## src/rtl/fc_spike_vote_classifier_pkg.sv

```systemverilog
// Shared constants and FSM encoding for the spike-vote output classifier.
// Kept alongside the core's spike index width so both sides agree on sizing.
package fc_spike_vote_classifier_pkg;

  localparam int SYNAPSE_INDEX = 16;
  localparam int CLS_NUM       = 10;
  localparam int CLS_CNT_W     = 8;
  localparam int CLS_ID_W      = 4;

  typedef enum logic [1:0] {
    ST_IDLE = 2'd0,
    ST_SCAN = 2'd1,
    ST_DONE = 2'd2
  } cls_state_e;

endpackage

```

## src/rtl/fc_spike_vote_classifier_spike_count_bank.sv

```systemverilog
// One bank of per-class saturating spike counters with an increment port
// and a combinational read-and-clear port used by the argmax scan.
module spike_count_bank
  import fc_spike_vote_classifier_pkg::*;
#(
  parameter int NUM_CLASS = CLS_NUM,
  parameter int CNT_W     = CLS_CNT_W
) (
  input  logic                clk,
  input  logic                rst,
  input  logic                inc_en,
  input  logic [CLS_ID_W-1:0] inc_idx,
  input  logic                clr_en,
  input  logic [CLS_ID_W-1:0] rd_idx,
  output logic [CNT_W-1:0]    rd_cnt
);

  logic [CNT_W-1:0] r_cnt [NUM_CLASS];

  function automatic logic [CNT_W-1:0] sat_inc(input logic [CNT_W-1:0] v);
    return (&v) ? v : v + 1'b1;
  endfunction

  always_ff @(posedge clk or posedge rst) begin
    if (rst) begin
      for (int i = 0; i < NUM_CLASS; i++) r_cnt[i] <= '0;
    end else begin
      for (int i = 0; i < NUM_CLASS; i++) begin
        // The top never clears and increments the same bank in one cycle.
        if (clr_en && rd_idx == CLS_ID_W'(i))
          r_cnt[i] <= '0;
        else if (inc_en && inc_idx == CLS_ID_W'(i))
          r_cnt[i] <= sat_inc(r_cnt[i]);
      end
    end
  end

  always_comb begin
    rd_cnt = '0;
    for (int i = 0; i < NUM_CLASS; i++)
      if (rd_idx == CLS_ID_W'(i)) rd_cnt = r_cnt[i];
  end

endmodule

```

## src/rtl/fc_spike_vote_classifier.sv

```systemverilog
// Per-frame spike-count voting: two ping-pong counter banks, a sequential
// argmax scan over the retired bank, and sticky range/overrun error flags.
module fc_spike_vote_classifier
  import fc_spike_vote_classifier_pkg::*;
#(
  parameter int NUM_CLASS = CLS_NUM,
  parameter int CNT_W     = CLS_CNT_W,
  parameter int IDX_W     = SYNAPSE_INDEX
) (
  input  logic                clk,
  input  logic                rst,
  input  logic                spike_valid,
  input  logic [IDX_W-1:0]    spike_index,
  input  logic                frame_end,
  output logic                class_valid,
  output logic [CLS_ID_W-1:0] class_id,
  output logic [CNT_W-1:0]    class_count,
  output logic                tie,
  output logic                busy,
  output logic                err_range,
  output logic                err_overrun
);

  cls_state_e          r_state;
  cls_state_e          w_state_nx;
  logic                r_act;
  logic [CLS_ID_W-1:0] r_scan_idx;
  logic [CNT_W-1:0]    r_best_cnt;
  logic [CLS_ID_W-1:0] r_best_id;
  logic                r_tie;

  logic                w_in_range;
  logic                w_inc;
  logic                w_scan;
  logic                w_last;
  logic [CNT_W-1:0]    w_rd_cnt0;
  logic [CNT_W-1:0]    w_rd_cnt1;
  logic [CNT_W-1:0]    w_rd_cnt;
  logic [CNT_W-1:0]    w_best_cnt_nx;
  logic [CLS_ID_W-1:0] w_best_id_nx;
  logic                w_tie_nx;

  assign w_in_range = spike_index < IDX_W'(NUM_CLASS);
  assign w_inc      = spike_valid && w_in_range;
  assign w_scan     = (r_state == ST_SCAN);
  assign w_last     = (r_scan_idx == CLS_ID_W'(NUM_CLASS - 1));
  assign w_rd_cnt   = r_act ? w_rd_cnt0 : w_rd_cnt1;

  // Bank r_act accumulates; bank ~r_act is scanned and cleared.
  spike_count_bank #(.NUM_CLASS(NUM_CLASS), .CNT_W(CNT_W)) u_bank0 (
    .clk     (clk),
    .rst     (rst),
    .inc_en  (w_inc && !r_act),
    .inc_idx (spike_index[CLS_ID_W-1:0]),
    .clr_en  (w_scan && r_act),
    .rd_idx  (r_scan_idx),
    .rd_cnt  (w_rd_cnt0)
  );

  spike_count_bank #(.NUM_CLASS(NUM_CLASS), .CNT_W(CNT_W)) u_bank1 (
    .clk     (clk),
    .rst     (rst),
    .inc_en  (w_inc && r_act),
    .inc_idx (spike_index[CLS_ID_W-1:0]),
    .clr_en  (w_scan && !r_act),
    .rd_idx  (r_scan_idx),
    .rd_cnt  (w_rd_cnt1)
  );

  always_comb begin
    w_best_cnt_nx = r_best_cnt;
    w_best_id_nx  = r_best_id;
    w_tie_nx      = r_tie;
    if (w_rd_cnt > r_best_cnt) begin
      w_best_cnt_nx = w_rd_cnt;
      w_best_id_nx  = r_scan_idx;
      w_tie_nx      = 1'b0;
    end else if (w_rd_cnt == r_best_cnt && r_scan_idx != '0) begin
      w_tie_nx      = 1'b1;
    end
  end

  always_ff @(posedge clk or posedge rst) begin
    if (rst) r_state <= ST_IDLE;
    else     r_state <= w_state_nx;
  end

  always_comb begin
    w_state_nx = r_state;
    case (r_state)
      ST_IDLE: if (frame_end) w_state_nx = ST_SCAN;
      ST_SCAN: if (w_last)    w_state_nx = ST_DONE;
      ST_DONE:                w_state_nx = ST_IDLE;
      default:                w_state_nx = ST_IDLE;
    endcase
  end

  always_ff @(posedge clk or posedge rst) begin
    if (rst) begin
      r_act       <= 1'b0;
      r_scan_idx  <= '0;
      r_best_cnt  <= '0;
      r_best_id   <= '0;
      r_tie       <= 1'b0;
      class_id    <= '0;
      class_count <= '0;
      tie         <= 1'b0;
    end else begin
      if (r_state == ST_IDLE && frame_end) begin
        r_act      <= !r_act;
        r_scan_idx <= '0;
        r_best_cnt <= '0;
        r_best_id  <= '0;
        r_tie      <= 1'b0;
      end else if (w_scan) begin
        r_scan_idx <= r_scan_idx + 1'b1;
        r_best_cnt <= w_best_cnt_nx;
        r_best_id  <= w_best_id_nx;
        r_tie      <= w_tie_nx;
        // Result registers load on the last scan edge so they change exactly as class_valid rises.
        if (w_last) begin
          class_id    <= w_best_id_nx;
          class_count <= w_best_cnt_nx;
          tie         <= w_tie_nx;
        end
      end
    end
  end

  always_ff @(posedge clk or posedge rst) begin
    if (rst) begin
      err_range   <= 1'b0;
      err_overrun <= 1'b0;
    end else begin
      if (spike_valid && !w_in_range)       err_range   <= 1'b1;
      if (frame_end && r_state != ST_IDLE)  err_overrun <= 1'b1;
    end
  end

  assign class_valid = (r_state == ST_DONE);
  assign busy        = (r_state != ST_IDLE);

endmodule

```

## config.mk

```make
export PLATFORM = sky130hd
export DESIGN_NAME = fc_spike_vote_classifier
export DESIGN_NICKNAME = d
export VERILOG_FILES = /design/src/rtl/fc_spike_vote_classifier_pkg.sv /design/src/rtl/fc_spike_vote_classifier_spike_count_bank.sv /design/src/rtl/fc_spike_vote_classifier.sv
export SDC_FILE = /design/constraint.sdc
export NUM_CORES = 1
export LEC_CHECK = 0
export CORE_ASPECT_RATIO = 0.75
export CORE_MARGIN = 3
export CORE_UTILIZATION = 55
export DETAILED_ROUTE_END_ITERATION = 12
export GPL_TIMING_DRIVEN = 0
export PLACE_DENSITY = 0.76
export SETUP_SLACK_MARGIN = 0.4
export SLEW_MARGIN = 20
export SYNTH_ARGS = -nofsm -noshare
export SYNTH_HDL_FRONTEND = slang
export SYNTH_SLANG_ARGS = --single-unit
```

## constraint.sdc

```tcl
create_clock -name clk -period 6.6 [get_ports clk]
set_input_delay 0.99 -clock clk [delete_from_list [all_inputs] [get_ports clk]]
set_output_delay 0.99 -clock clk [all_outputs]
set_load 0.01 [all_outputs]
```

==> summary.txt <==
Logic synthesis
  – Main combinational cell family by area after synthesis: simple AND/OR/NAND/NOR gates
  – Syn Nets: 1,412
  – Multiplexer share of the synthesized area: 1.67%
  – Post-synthesis compound-gate area fraction: 13.6%
  – Mapped Cells: 1,360
  – EDFF count, synth: 0
  – Post-Synth Adder-Cell Area: 3.34%
  – Post-Synth Simple-Gate Area: 26.9%
  – Flop and latch count out of synthesis: 195
  – Async set-or-reset flop fraction in the synthesized netlist: 100%
  – Synth area leader: dfrtp_1
  – XOR/XNOR Fraction of Synth Area: 9.57%
  – Top post-synthesis cells by area: dfrtp_1 (41%), nor2_1 (5.8%), xor2_1 (5.3%)
  – Ys flop type: dfrtp_1
  – Mapped Area: 12,000 µm²
  – Mean post-synth cell area: 8.81 µm²
  – Sequential share of the synthesized area: 40.7%
  – Synth unique cells: 62
  – Yosys warning count: 0
  – Synth top area share: 40.7%

Timing
  – Fin crit period: 5.75 ns
  – Worst-margin pin slew: 1.14 ns
  – Max Clk Rate: 0.174 GHz
  – Clk_skew: 0.0170 ns
  – Worst hold slack: 0.473 ns
  – Slew headroom: 23.3%
  – Final setup viols: 0
  – RSZ-0062 raised after global routing: no
  – Tcrit/Tclk final: 87.1%
  – Final Hold Fails: 0
  – Slew Viols, Final: 0
  – Sum Neg Setup Slack: 0 ns

Global route
  – GRT Resource Usage Total: 33.5%
  – Vias in the first global route: 10,500
  – Initial antenna violation count: 0
  – Remaining global-route overflow: 0
  – Largest net degree at the start of global routing: 35
  – Global-route wire length before repair: 61,100 µm

Setup path
  – CP max stage cell: clkbuf_1
  – CP cell instances: inv_1 > ha_1 > clkbuf_1 > clkbuf_1 > clkbuf_1 > a21oi_1 > o22ai_1 > o221ai_1 > nor2b_1 > ha_1 > nand3_1 > or3_1 > o211ai_1 > buf_4 > nor2_1 > a21oi_1 > clkbuf_1 > a22o_1
  – Crit Path Max Fanout: 10
  – Crit path launch type: register
  – Cell mode on critical path: clkbuf_1
  – Crit path max-delay family: buffers and inverters
  – Setup CP Type: reg2reg
  – Buf/Inv on CP: 6
  – Worst Setup End Kind: register
  – Worst EP required: 7.00 ns
  – Critical path arrival: 6.15 ns
  – CP peak stage delay: 0.63 ns

Power
  – Clock power share: 20.0%
  – Seq pwr share: 27.7%
  – Switch Pwr: 2.47 mW
  – Pwr Total: 5.35 mW
  – Cell Pwr Density: 398 nW/µm²
  – Leakage: 5.80 nW
  – Comb power frac: 52.3%
  – Max IR drop VDD: 0.263 mV
  – Internal: 2.88 mW
  – Net Sw Frac: 46.2%

Placed design
  – Inst Count DP: 1,691
  – Routability Congestion: 1.04
  – Hpwl dp: 28,900 µm
  – Port bufs: 36

CTS
  – Clk sinks: 195
  – TritonCTS clock tree: done
  – Post_cts resized: 0
  – Max clock buf depth: 2
  – H-tree depth: 4
  – Clk slew on worst S/H paths: 0.08 ns
  – Clk Latency, worst-skew pair: 0.46 ns
  – CTS buffer count: 17
  – Root Buffer: clkbuf_16

Floorplan
  – Starting density of the core: 56.3%
  – Core area: 21,300 µm²
  – Die area: 23,600 µm²
  – DIE WIDTH: 176 µm
  – Die Y: 134 µm
  – Core Rows: 46
  – Io pins: 37

Cells and area
  – Layout area overhead: 12.3%
  – Nets: 1,478
  – # diodes: 0
  – Core Util, Final: 63.2%
  – Non-filler instance count after layout: 1,727
  – Layout cells sized above 1: 4.10%

Route
  – Drt first pass iters: 7
  – Wl on met1: 17,000 µm
  – Routed met2 length: 16,100 µm
  – Routed WL per cell: 22.6 µm
  – Final WL: 39,100 µm
  – Via Count: 11,300
  – Post-route DRC: 0
  – Detailed Route Iter0 Violations: 1,536
  – Routed length on met3: 4540 µm
  – Remaining antenna violation count: 0
  – Drt via density: 6.52
  – Max layer used: met5

Flow run
  – Max-Cap Viols: 0

Hold path
  – Hold Path Class: reg2reg

Status
  – Status: finished, final reports clean
Yosys cell counts, types with 32 or more instances:
cell / count
dfrtp_1: 195
nor2_1: 184
a21oi_1: 93
nand2_1: 82
xor2_1: 72
nand3_1: 68
clkbuf_1: 66
nand4_1: 59
xnor2_1: 59
inv_1: 52
o21ai_0: 50
and4_1: 37
nor2b_1: 34
ha_1: 32
worst register-to-register path, delay by kind of cell, from the launching register on:
kind                     cells  cell delay (ns)
buffers and inverters        6             2.59
adder cells (fa/ha/maj)      2             0.65
AO/OA/AOI/OAI                6             1.22
AND/OR/NAND/NOR              4             0.79
flip-flops                   1             0.45
through the flow:
stage / cell area (µm²) / setup slack [ns]
2_1_floorplan: 12000 / 2.62
3_3_place_gp: 12700 / 0.773
3_5_place_dp: 12800 / 0.821
4_1_cts: 13400 / 0.763
5_1_grt: 13500 / 0.774
6_report: 13500 / 0.854
path summary, 6_finish.rpt:
check | startpoint | to | slack [ns] | cells after the start
worst max-delay path | r_scan_idx[1] | r_best_cnt[3] | 0.85 | 18
min in group asynchronous | rst | u_bank1.r_cnt[52] | 0.92 | 2
worst min-delay path | err_range | err_range | 0.47 | 1
worst max register to register | r_scan_idx[1] | r_best_cnt[3] | 0.85 | 18
worst min register to register | err_range | err_range | 0.47 | 1
max in group asynchronous | rst | u_bank0.r_cnt[26] | 4.72 | 5
power by group through the flow:
stage / sequential [mW] / clock, mW / combinational, mW
floorplan: 1.47 / 0 / 1.66
global placement: 1.49 / 0 / 2.51
detailed placement: 1.50 / 0 / 2.56
CTS: 1.48 / 1.08 / 2.57
global route: 1.50 / 1.13 / 2.95
finish: 1.48 / 1.07 / 2.80
registers in the layout (all words and copies together) (netlist names):
register and flops:
r_state 2, u_bank1.r_cnt 80, r_act 1, class_count 8
err_range 1, err_overrun 1, r_best_cnt 8, class_id 4
tie 1, u_bank0.r_cnt 80, r_best_id 4, r_scan_idx 4
r_tie 1
cell type report:
| cell class | count | area, µm² |
|---|---|---|
| sequential | 195 | 4880 |
| clock inverter | 12 | 131 |
| multi-input combinational | 1035 | 6610 |
| inverter | 53 | 203 |
| tap | 288 | 360 |
| buffer | 77 | 302 |
| timing repair buffer | 47 | 515 |
| clock buffer | 20 | 457 |
| fill | 1836 | 7840 |
placed cells by master (no fill, tap or decap), types with 6 or more instances in the layout:
cell             count
nor2b_1             34
or3_1               11
nand2_1             82
inv_1               51
a211oi_1             7
o21ai_0             50
nor2_1             184
xnor2_1             59
nor3b_1             11
a221oi_1            26
mux2i_1             20
nand4_1             59
clkdlybuf4s50_1     36
a21oi_1             93
nand3_1             68
nand2b_1             7
a22o_1              16
and4_1              37
buf_1                6
buf_12               6
a21o_1               6
dfrtp_1            195
o22ai_1             15
ha_1                32
nor4_1               6
and3_1              27
nand3b_1            20
nor3_1              20
xor2_1              72
clkbuf_16           17
clkbuf_1            67
and2_1              10
cell families after synthesis:
logic type,after synthesis
flops,195
fa+ha+maj,32
xor+xnor,131
mux,20
simple gates,598
compound gates,254
buf+inv,130
metal layers:
layer / vias to the layer above / track usage (%)
li1: 5013 / -
met2: 677 / 47.3
met3: 123 / 8.49
met1: 5453 / 50.1
met5: - / 2.08
met4: 2 / 11.4
timing repair:
| item | CTS | global route |
|---|---|---|
| setup buffers | 0 | 4 |
| endpoints found under the hold margin | 0 | 0 |
| hold buffers | 0 | 0 |
| endpoints found under the setup margin | 0 | 10 |
No activity file was read; power rests on OpenSTA's default activity.
